File: src/rtl/mux_arb_pkg.sv
// Shared types and default sizing for the two-requester round-robin mux arbiter.
package mux_arb_pkg;

  typedef enum logic [1:0] {
    IDLE   = 2'd0,
    GRANT0 = 2'd1,
    GRANT1 = 2'd2
  } arb_state_e;

  localparam int DEF_DATA_W    = 8;
  localparam int DEF_MAX_BURST = 4;

endpackage

File: src/rtl/mux_arb_out_stage.sv
// One-entry output register: load wins over pop, so a pop and a load in the
// same cycle replace the held beat without a bubble.
module mux_arb_out_stage
  import mux_arb_pkg::*;
#(
  parameter int DATA_W = DEF_DATA_W
) (
  input  logic              clk,
  input  logic              rst,
  input  logic              load,
  input  logic              load_sel,
  input  logic [DATA_W-1:0] load_data,
  input  logic              pop,
  output logic              sel,
  output logic [DATA_W-1:0] data,
  output logic              valid
);

  always_ff @(posedge clk) begin
    if (rst) begin
      valid <= 1'b0;
      data  <= '0;
      sel   <= 1'b0;
    end else if (load) begin
      valid <= 1'b1;
      data  <= load_data;
      sel   <= load_sel;
    end else if (pop) begin
      valid <= 1'b0;
    end
  end

endmodule

File: src/rtl/mux_rr_arbiter.sv
// Round-robin arbiter owning a 2:1 data mux with a registered output stage.
// Optional burst cap on locked grants: define MUX_ARB_BURST_LIMIT_EN.
module mux_rr_arbiter
  import mux_arb_pkg::*;
#(
  parameter int DATA_W    = DEF_DATA_W,
  parameter int MAX_BURST = DEF_MAX_BURST
) (
  input  logic              clk,
  input  logic              rst,
  input  logic              req_0,
  input  logic              req_1,
  input  logic              lock_0,
  input  logic              lock_1,
  input  logic [DATA_W-1:0] din_0,
  input  logic [DATA_W-1:0] din_1,
  output logic              gnt_0,
  output logic              gnt_1,
  output logic              sel,
  output logic [DATA_W-1:0] mux_out,
  output logic              out_valid,
  input  logic              out_ready
);

  arb_state_e state, state_nxt;
  logic       last;
  logic       space, side, req_g, lock_g, acc, limit;

  // Tie goes to the requester that did not win most recently.
  function automatic arb_state_e pick(input logic r0, input logic r1, input logic lst);
    if (r0 && r1) return lst ? GRANT0 : GRANT1;
    else if (r0)  return GRANT0;
    else if (r1)  return GRANT1;
    else          return IDLE;
  endfunction

  assign space  = !out_valid || out_ready;
  assign gnt_0  = !rst && (state == GRANT0) && space;
  assign gnt_1  = !rst && (state == GRANT1) && space;
  assign side   = (state == GRANT1);
  assign req_g  = side ? req_1 : req_0;
  assign lock_g = side ? lock_1 : lock_0;
  assign acc    = (gnt_0 && req_0) || (gnt_1 && req_1);

`ifdef MUX_ARB_BURST_LIMIT_EN
  localparam int CNT_W = ($clog2(MAX_BURST + 1) > 3) ? $clog2(MAX_BURST + 1) : 3;
  logic [CNT_W-1:0] cnt;

  assign limit = (cnt == CNT_W'(MAX_BURST - 1));
`else
  assign limit = 1'b0;
`endif

  always_comb begin
    state_nxt = state;
    case (state)
      IDLE: state_nxt = pick(req_0, req_1, last);
      GRANT0, GRANT1: begin
        if (acc)
          state_nxt = (lock_g && !limit) ? state : pick(req_0, req_1, side);
        else if (!req_g)
          state_nxt = pick(req_0, req_1, last);
      end
      default: state_nxt = IDLE;
    endcase
  end

  always_ff @(posedge clk) begin
    if (rst) begin
      state <= IDLE;
      last  <= 1'b1;
    end else begin
      state <= state_nxt;
      if (acc) last <= side;
    end
  end

`ifdef MUX_ARB_BURST_LIMIT_EN
  // Count restarts on a grant change or when the cap is reached while kept.
  always_ff @(posedge clk) begin
    if (rst)                    cnt <= '0;
    else if (state_nxt != state) cnt <= '0;
    else if (acc)               cnt <= limit ? '0 : cnt + 1'b1;
  end
`endif

  mux_arb_out_stage #(.DATA_W(DATA_W)) u_out (
    .clk       (clk),
    .rst       (rst),
    .load      (acc),
    .load_sel  (side),
    .load_data (side ? din_1 : din_0),
    .pop       (out_ready),
    .sel       (sel),
    .data      (mux_out),
    .valid     (out_valid)
  );

endmodule
File: config.mk
export PLATFORM = sky130hd
export DESIGN_NAME = mux_rr_arbiter
export DESIGN_NICKNAME = d
export VERILOG_FILES = /design/src/rtl/mux_arb_pkg.sv /design/src/rtl/mux_arb_out_stage.sv /design/src/rtl/mux_rr_arbiter.sv
export SDC_FILE = /design/constraint.sdc
export NUM_CORES = 1
export LEC_CHECK = 0
export ABC_AREA = 1
export CAP_MARGIN = 0
export CORE_MARGIN = 2
export CORE_UTILIZATION = 41
export DETAILED_ROUTE_END_ITERATION = 10
export GPL_TIMING_DRIVEN = 0
export PLACE_DENSITY = 0.84
export RECOVER_POWER = 25
export SYNTH_ARGS = -nofsm -noshare
export SYNTH_HDL_FRONTEND = slang
export SYNTH_SLANG_ARGS = --single-unit
File: constraint.sdc
create_clock -name clk -period 2.15 [get_ports clk]
set_clock_uncertainty 0.1 [all_clocks]
set_input_delay 0.43 -clock clk [delete_from_list [all_inputs] [get_ports clk]]
set_output_delay 0.43 -clock clk [all_outputs]
set_load 0.1 [all_outputs]
After elaboration in Yosys (flattened, before gate mapping)
Cells that the tools add are included.
{"block": "totals", "reg_bits": 13, "input_bits": 23, "out_inout_bits": 12, "elab_cells": 39}
{"block": "classes", "n_eq_ne": 4, "muxes": 15, "n_reduce_logical": 15}
{"operator": "2-bit 2-to-1 mux", "n": 9}
{"operator": "8-bit 2-to-1 mux", "n": 1}
{"operator": "1-bit logical AND", "n": 7}
{"operator": "3-bit inequality test, second input constant", "n": 2}
{"operator": "1-bit 2-to-1 mux", "n": 4}
{"operator": "2-bit one-hot mux with 2 select lines", "n": 1}
{"operator": "2-bit by 1-bit equality test with 1-bit output, second input constant", "n": 1}
{"operator": "2-bit equality test, second input constant", "n": 1}
{"operator": "1-bit logical NOT", "n": 2}
{"operator": "2-bit logical NOT", "n": 1}
{"operator": "1-bit logical OR", "n": 2}
{"operator": "2-bit AND reduction", "n": 1}
{"operator": "2-bit nonzero test", "n": 1}
{"operator": "2-bit OR reduction", "n": 1}

Longest topological paths before layout
Gate-level depths: netlist (run 1).
{"block": "logic_depth", "word_depth": 7, "ltp_mapped": 11, "depth_no_buf": 11}

By module
Synthesis (run 1) repeated with hierarchy kept, for this count alone.
{"block": "unflattened", "cells_unflattened": 126, "hier_area_um2": 802.0}
{"mod": "mux_rr_arbiter", "instances": 1, "cells_each": 83, "area_each_um2": 449.2, "seq_area_each_um2": 60.1}
{"mod": "mux_arb_out_stage", "instances": 1, "cells_each": 43, "area_each_um2": 352.8, "seq_area_each_um2": 200.2}

Worst setup path after synthesis (run 1)
OpenSTA, ideal clock, no wires.
{"block": "synth_timing", "path_type": "register -> output", "startpoint": "register u_out.valid", "endpoint": "output gnt_0", "arrival_ps": 3042, "t_required_ps": 1620, "setup_slack_ps": -1422, "path_stages_with_launch": 4, "n_path_buf": 0, "path_cell_list": "dfxtp_1 > nand2_2 > inv_1 > nor3_1"}
{"block": "synth_between", "elab_chain_cells": 3}
{"item": "start: declaration", "line_no": "mux_arb_out_stage.sv:16", "text": "output logic valid"}
{"item": "start signal: assignment", "line_no": "mux_arb_out_stage.sv:21", "text": "valid <= 1'b0;"}
{"item": "start signal: assignment", "line_no": "mux_arb_out_stage.sv:25", "text": "valid <= 1'b1;"}
{"item": "start signal: assignment", "line_no": "mux_arb_out_stage.sv:29", "text": "valid <= 1'b0;"}
{"item": "1-bit logical NOT", "line_no": "mux_rr_arbiter.sv:37", "text": "assign space = !out_valid || out_ready;"}
{"item": "1-bit logical OR", "line_no": "mux_rr_arbiter.sv:37"}
{"item": "1-bit logical AND", "line_no": "mux_rr_arbiter.sv:38", "text": "assign gnt_0 = !rst && (state == GRANT0) && space;"}
{"item": "end: declaration", "line_no": "mux_rr_arbiter.sv:17", "text": "output logic gnt_0,"}
No other way between the ends.

Worst setup path after layout (run 1)
{"block": "layout_timing", "startpoint": "register state[0]", "endpoint": "output gnt_1"}
{"block": "layout_between", "elab_chain_cells": 3}
{"item": "start: declaration", "line_no": "mux_rr_arbiter.sv:25", "text": "arb_state_e state, state_nxt;"}
{"item": "start signal: assignment", "line_no": "mux_rr_arbiter.sv:73", "text": "state <= state_nxt;"}
{"item": "2-bit equality test"}
{"item": "net side", "line_no": "mux_rr_arbiter.sv:27", "text": "logic space, side, req_g, lock_g, acc, limit;"}
{"item": "1-bit logical AND (2 in a row)", "line_no": "mux_rr_arbiter.sv:39", "text": "assign gnt_1 = !rst && (state == GRANT1) && space;"}
{"item": "end: declaration", "line_no": "mux_rr_arbiter.sv:18", "text": "output logic gnt_1,"}
The timed path passes the listed nets, and every way through them passes these cells.

==> impl_metrics.csv, run 1 <==
group,metric,value,unit
status,status,"completed",
synth,synth.yosys.seq_area_share,0.313,
clock_tree,max-clock-path-buffers,2,
clock_tree,cts.sink_count,13,
global_routing,grtUsageMet1,0.203,
setup_path,worst-endpoint-arrival,1520,ps
timing,setup_viol,0,
job,maxcap_viol_count,0,
setup_path,critical_path.reg2reg.startpoint,"state[1]",
timing,timing.final.crit_period,2050,ps
worst_hold_path,worst_min_delay_path_endpoint,"state[0]",
layout,layout.core_utilization,0.633,
synth,postSynthCellCount,109,
setup_path,critical_path_buf_inv_count,4,
worst_hold_path,holdCritPathClass,"input port to flip-flop",
power_and_ir_drop,static-leakage-power,0.570,nW
synth,yosys-top-cells-area,"dfxtp_1 31%, nand2_1 14%, o21ai_1 7.2%, a31oi_1 6.0%, ha_1 6.0%",
floorplanning,initial_core_util,0.428,
setup_path,worst_path_max_delay_cell,"dfxtp_1",
floorplanning,die-height,49.0,um
setup_path,crit_path_cell_trace,"inv_1, ha_4, inv_2, buf_6, nor3_4, buf_12",
drt,drt_first_pass_iters,4,
timing,worst_slew_margin_rel,0.357,
synth,synth.yosys.warnings,0,
drt,via_per_instance_ratio,4.84,
global_routing,globalRoute.busiestLayer,"met2",
setup_path,critical_path_max_stage_delay,350,ps
synth,synthArstFlopShare,0,
layout,final_layout_size_suffix_gt1_frac,0.192,
drt,drc,0,
floorplanning,top_level_pins,35,
setup_path,timing.critical_path.required,1620,ps
synth,synth_edf_count,0,
layout,diodes,0,
synth,post-synth-top-count-cell,"nand2_1",
clock_tree,clkTransAtPathRegs,80,ps
clock_tree,tritoncts.num_buffers,3,
setup_path,reg2reg_setup_slack,200,ps
global_routing,total_global_routing_overflow,0,
synth,synth.top_cells.by_count,"30 x nand2_1, 13 x dfxtp_1, 12 x o21ai_1",
synth,synth.cell_area,831,sq um
timing,final-hold-violation-count,0,
synth,synth_cell_types,23,
global_routing,global_route.usage.met2,0.356,
drt,post_detailed_route_wirelength_per_cell,11.7,um
place,gpl.final_weighted_congestion,0.897,
place,placement.io_buffers,33,
power_and_ir_drop,ir_drop,0.568,mV
setup_path,path_class,"flip-flop to output pin",
setup_path,reg2regPathDepth,10,
timing,rsz_0062_raised_after_global_routing,"false",
synth,synthesis.area_per_instance,7.62,sq um
setup_path,cp_max_fo,10,
setup_path,critical_path.endpoint_type,"output pin",
timing,worstMarginPinSlew,969,ps
setup_path,worstSetupStartpointType,"flip-flop",
timing,report.final.slew_viol_count,0,
global_routing,antenna_found_initial,0,
floorplanning,placement_rows,16,
timing,achievable-frequency,0.487,GHz
setup_path,timing.critical_path.from,"state[0]",
drt,drt_iter0_drc,8,
clock_tree,clock_latency,260,ps
global_routing,first_global_vias,840,
drt,drt_wl_total,2020,um
worst_hold_path,holdPathStages,2,
floorplanning,floorplan.die.width,49.0,um
clock_tree,root_buffer,"clkbuf_4",
synth,synth.ff_latch_count,13,
synth,synth_top_area_frac,0.313,
floorplanning,die-area,2400,sq um
clock_tree,cts-htree-levels,1,
power_and_ir_drop,report.power.total,1.20,mW
drt,vias,837,
floorplanning,core_area,1940,sq um
power_and_ir_drop,cellPowerDensity,978,nW/um^2
drt,antenna_nets_post_route,0,
global_routing,use_met3,0.0613,
synth,leading_register_cell_type_out_of_synthesis,"dfxtp_1",
clock_tree,cts_tree,"done",
synth,syn-num-nets,136,
place,place_hpwl,1630,um
layout,fillers,185,
layout,num-nets-final,174,
global_routing,track_usage,0.191,
setup_path,crit_family,"buffers and inverters",
global_routing,pin_count_of_the_biggest_net_entering_global_routing,11,
global_routing,grt_first_pass_wirelength,3590,um
setup_path,crit-reg2reg-capture,"u_out.valid",
layout,syn_to_final_growth,48.0,%
synth,cell_taking_the_most_area_after_synthesis,"dfxtp_1",
timing,finalCritPeriodShare,0.955,
worst_hold_path,hold_path_startpoint,"rst",
## flip-flops by register name (all words and copies together) (netlist names)
signal	count
last	1
state	2
u_out.data	8
u_out.sel	1
u_out.valid	1
## timing repair
| action | CTS | global route |
|---|---|---|
| setup endpoints to repair | 12 | 2 |
| buffers inserted | 0 | 0 |
| hold buffers | 0 | 0 |
| resized for setup | 24 | 7 |
## final cells by class
class                           instances  area, sq um  area share
Inverter                               14         52.6      0.0427
Timing Repair Buffer                   33          338       0.275
Tap cell                               27         33.8      0.0275
Sequential cell                        13          262       0.213
Buffer                                  5         50.0      0.0407
Clock buffer                            4         26.3      0.0214
Multi-Input combinational cell         77          468       0.380
## metal layers
| metal | vias to the layer above | routed length (um) |
|---|---|---|
| li1 | 433 | - |
| met1 | 367 | 819 |
| met3 | 2 | 160 |
| met5 | - | 0 |
| met2 | 35 | 1030 |
| met4 | 0 | 10 |
## worst register-to-register path, stage by stage (launching register included)
cell	delay [ps]
dfxtp_1	420
inv_1	90
ha_1	180
inv_1	140
nor2_4	40
nand3_1	160
nand2_1	150
clkbuf_2	230
buf_8	180
o21ai_1	110
inv_1	40
## worst max-delay path by stage
| stage | to | slack [ps] | cells past startpoint |
|---|---|---|---|
| 2_1_floorplan | gnt_0 | 10 | 3 |
| 3_3_place_gp | gnt_0 | -850 | 6 |
| 3_5_place_dp | gnt_0 | -890 | 6 |
| 4_1_cts | gnt_0 | 3 | 6 |
| 5_1_grt | u_out.valid | 5 | 10 |
| 6_report | gnt_1 | 100 | 6 |
## kinds of logic after synthesis
group	synth area share
DFF	0.313
adders and majority gates	0.0602
AOI/OAI and AO/OA	0.181
and+or+nand+nor	0.310
buffers and inverters	0.136
## report_power, final
group | switching [mW] | internal [mW]
sequential | 0.0348 | 0.287
combinational | 0.508 | 0.226
clock | 0.0750 | 0.0716
total | 0.618 | 0.585
## metrics by stage
| stage | TNS [ps] | worst slack [ps] | instances | hold WS, ps | cell area, sq um |
|---|---|---|---|---|---|
| 2_1_floorplan | 0 | 14.8 | 109 | 388 | 855 |
| 3_3_place_gp | -1670 | -853 | 169 | 381 | 1220 |
| 3_5_place_dp | -1720 | -891 | 169 | 384 | 1220 |
| 4_1_cts | 0 | 2.74 | 173 | 292 | 1230 |
| 5_1_grt | 0 | 4.89 | 173 | 296 | 1230 |
| 6_report | 0 | 96.9 | 173 | 295 | 1230 |
## cells in the final DEF, fill, tap and decap left out, types with 2 or more instances in the layout
| cell | n |
|---|---|
| nand2_1 | 31 |
| clkdlybuf4s50_1 | 21 |
| o21ai_1 | 12 |
| dfxtp_1 | 12 |
| inv_1 | 10 |
| dlygate4sd2_1 | 10 |
| a31oi_1 | 8 |
| nand3_1 | 6 |
| inv_2 | 4 |
| nand2_2 | 3 |
| ha_1 | 3 |
| clkbuf_4 | 3 |
| buf_6 | 2 |
| nor3_4 | 2 |
| nor2_4 | 2 |
| a21oi_2 | 2 |
| buf_12 | 2 |
Note: power is estimated with default switching activity, not from simulation.
==> inputs of run 2 (changes only) <==
--- a/config.mk
+++ b/config.mk
@@ -13,6 +13,7 @@
 export GPL_TIMING_DRIVEN = 0
 export PLACE_DENSITY = 0.84
 export RECOVER_POWER = 25
+export SLEW_MARGIN = 20
 export SYNTH_ARGS = -nofsm -noshare
 export SYNTH_HDL_FRONTEND = slang
 export SYNTH_SLANG_ARGS = --single-unit
==> results of run 2 <==
The final DEF is identical to that of run 1; final timing and power are the same.
==> inputs of run 3 (changes only) <==
--- a/config.mk
+++ b/config.mk
@@ -13,6 +13,7 @@
 export GPL_TIMING_DRIVEN = 0
 export PLACE_DENSITY = 0.84
 export RECOVER_POWER = 25
+export SKIP_LAST_GASP = 1
 export SLEW_MARGIN = 20
 export SYNTH_ARGS = -nofsm -noshare
 export SYNTH_HDL_FRONTEND = slang
==> results of run 3 <==
The final DEF is identical to that of run 1; final timing and power are the same.
Among the figures that moved: number of gates resized after CTS 24 -> 23; via count of the first global-routing pass 840 -> 842; met1 usage 0.203 -> 0.209; met2 usage 0.356 -> 0.349
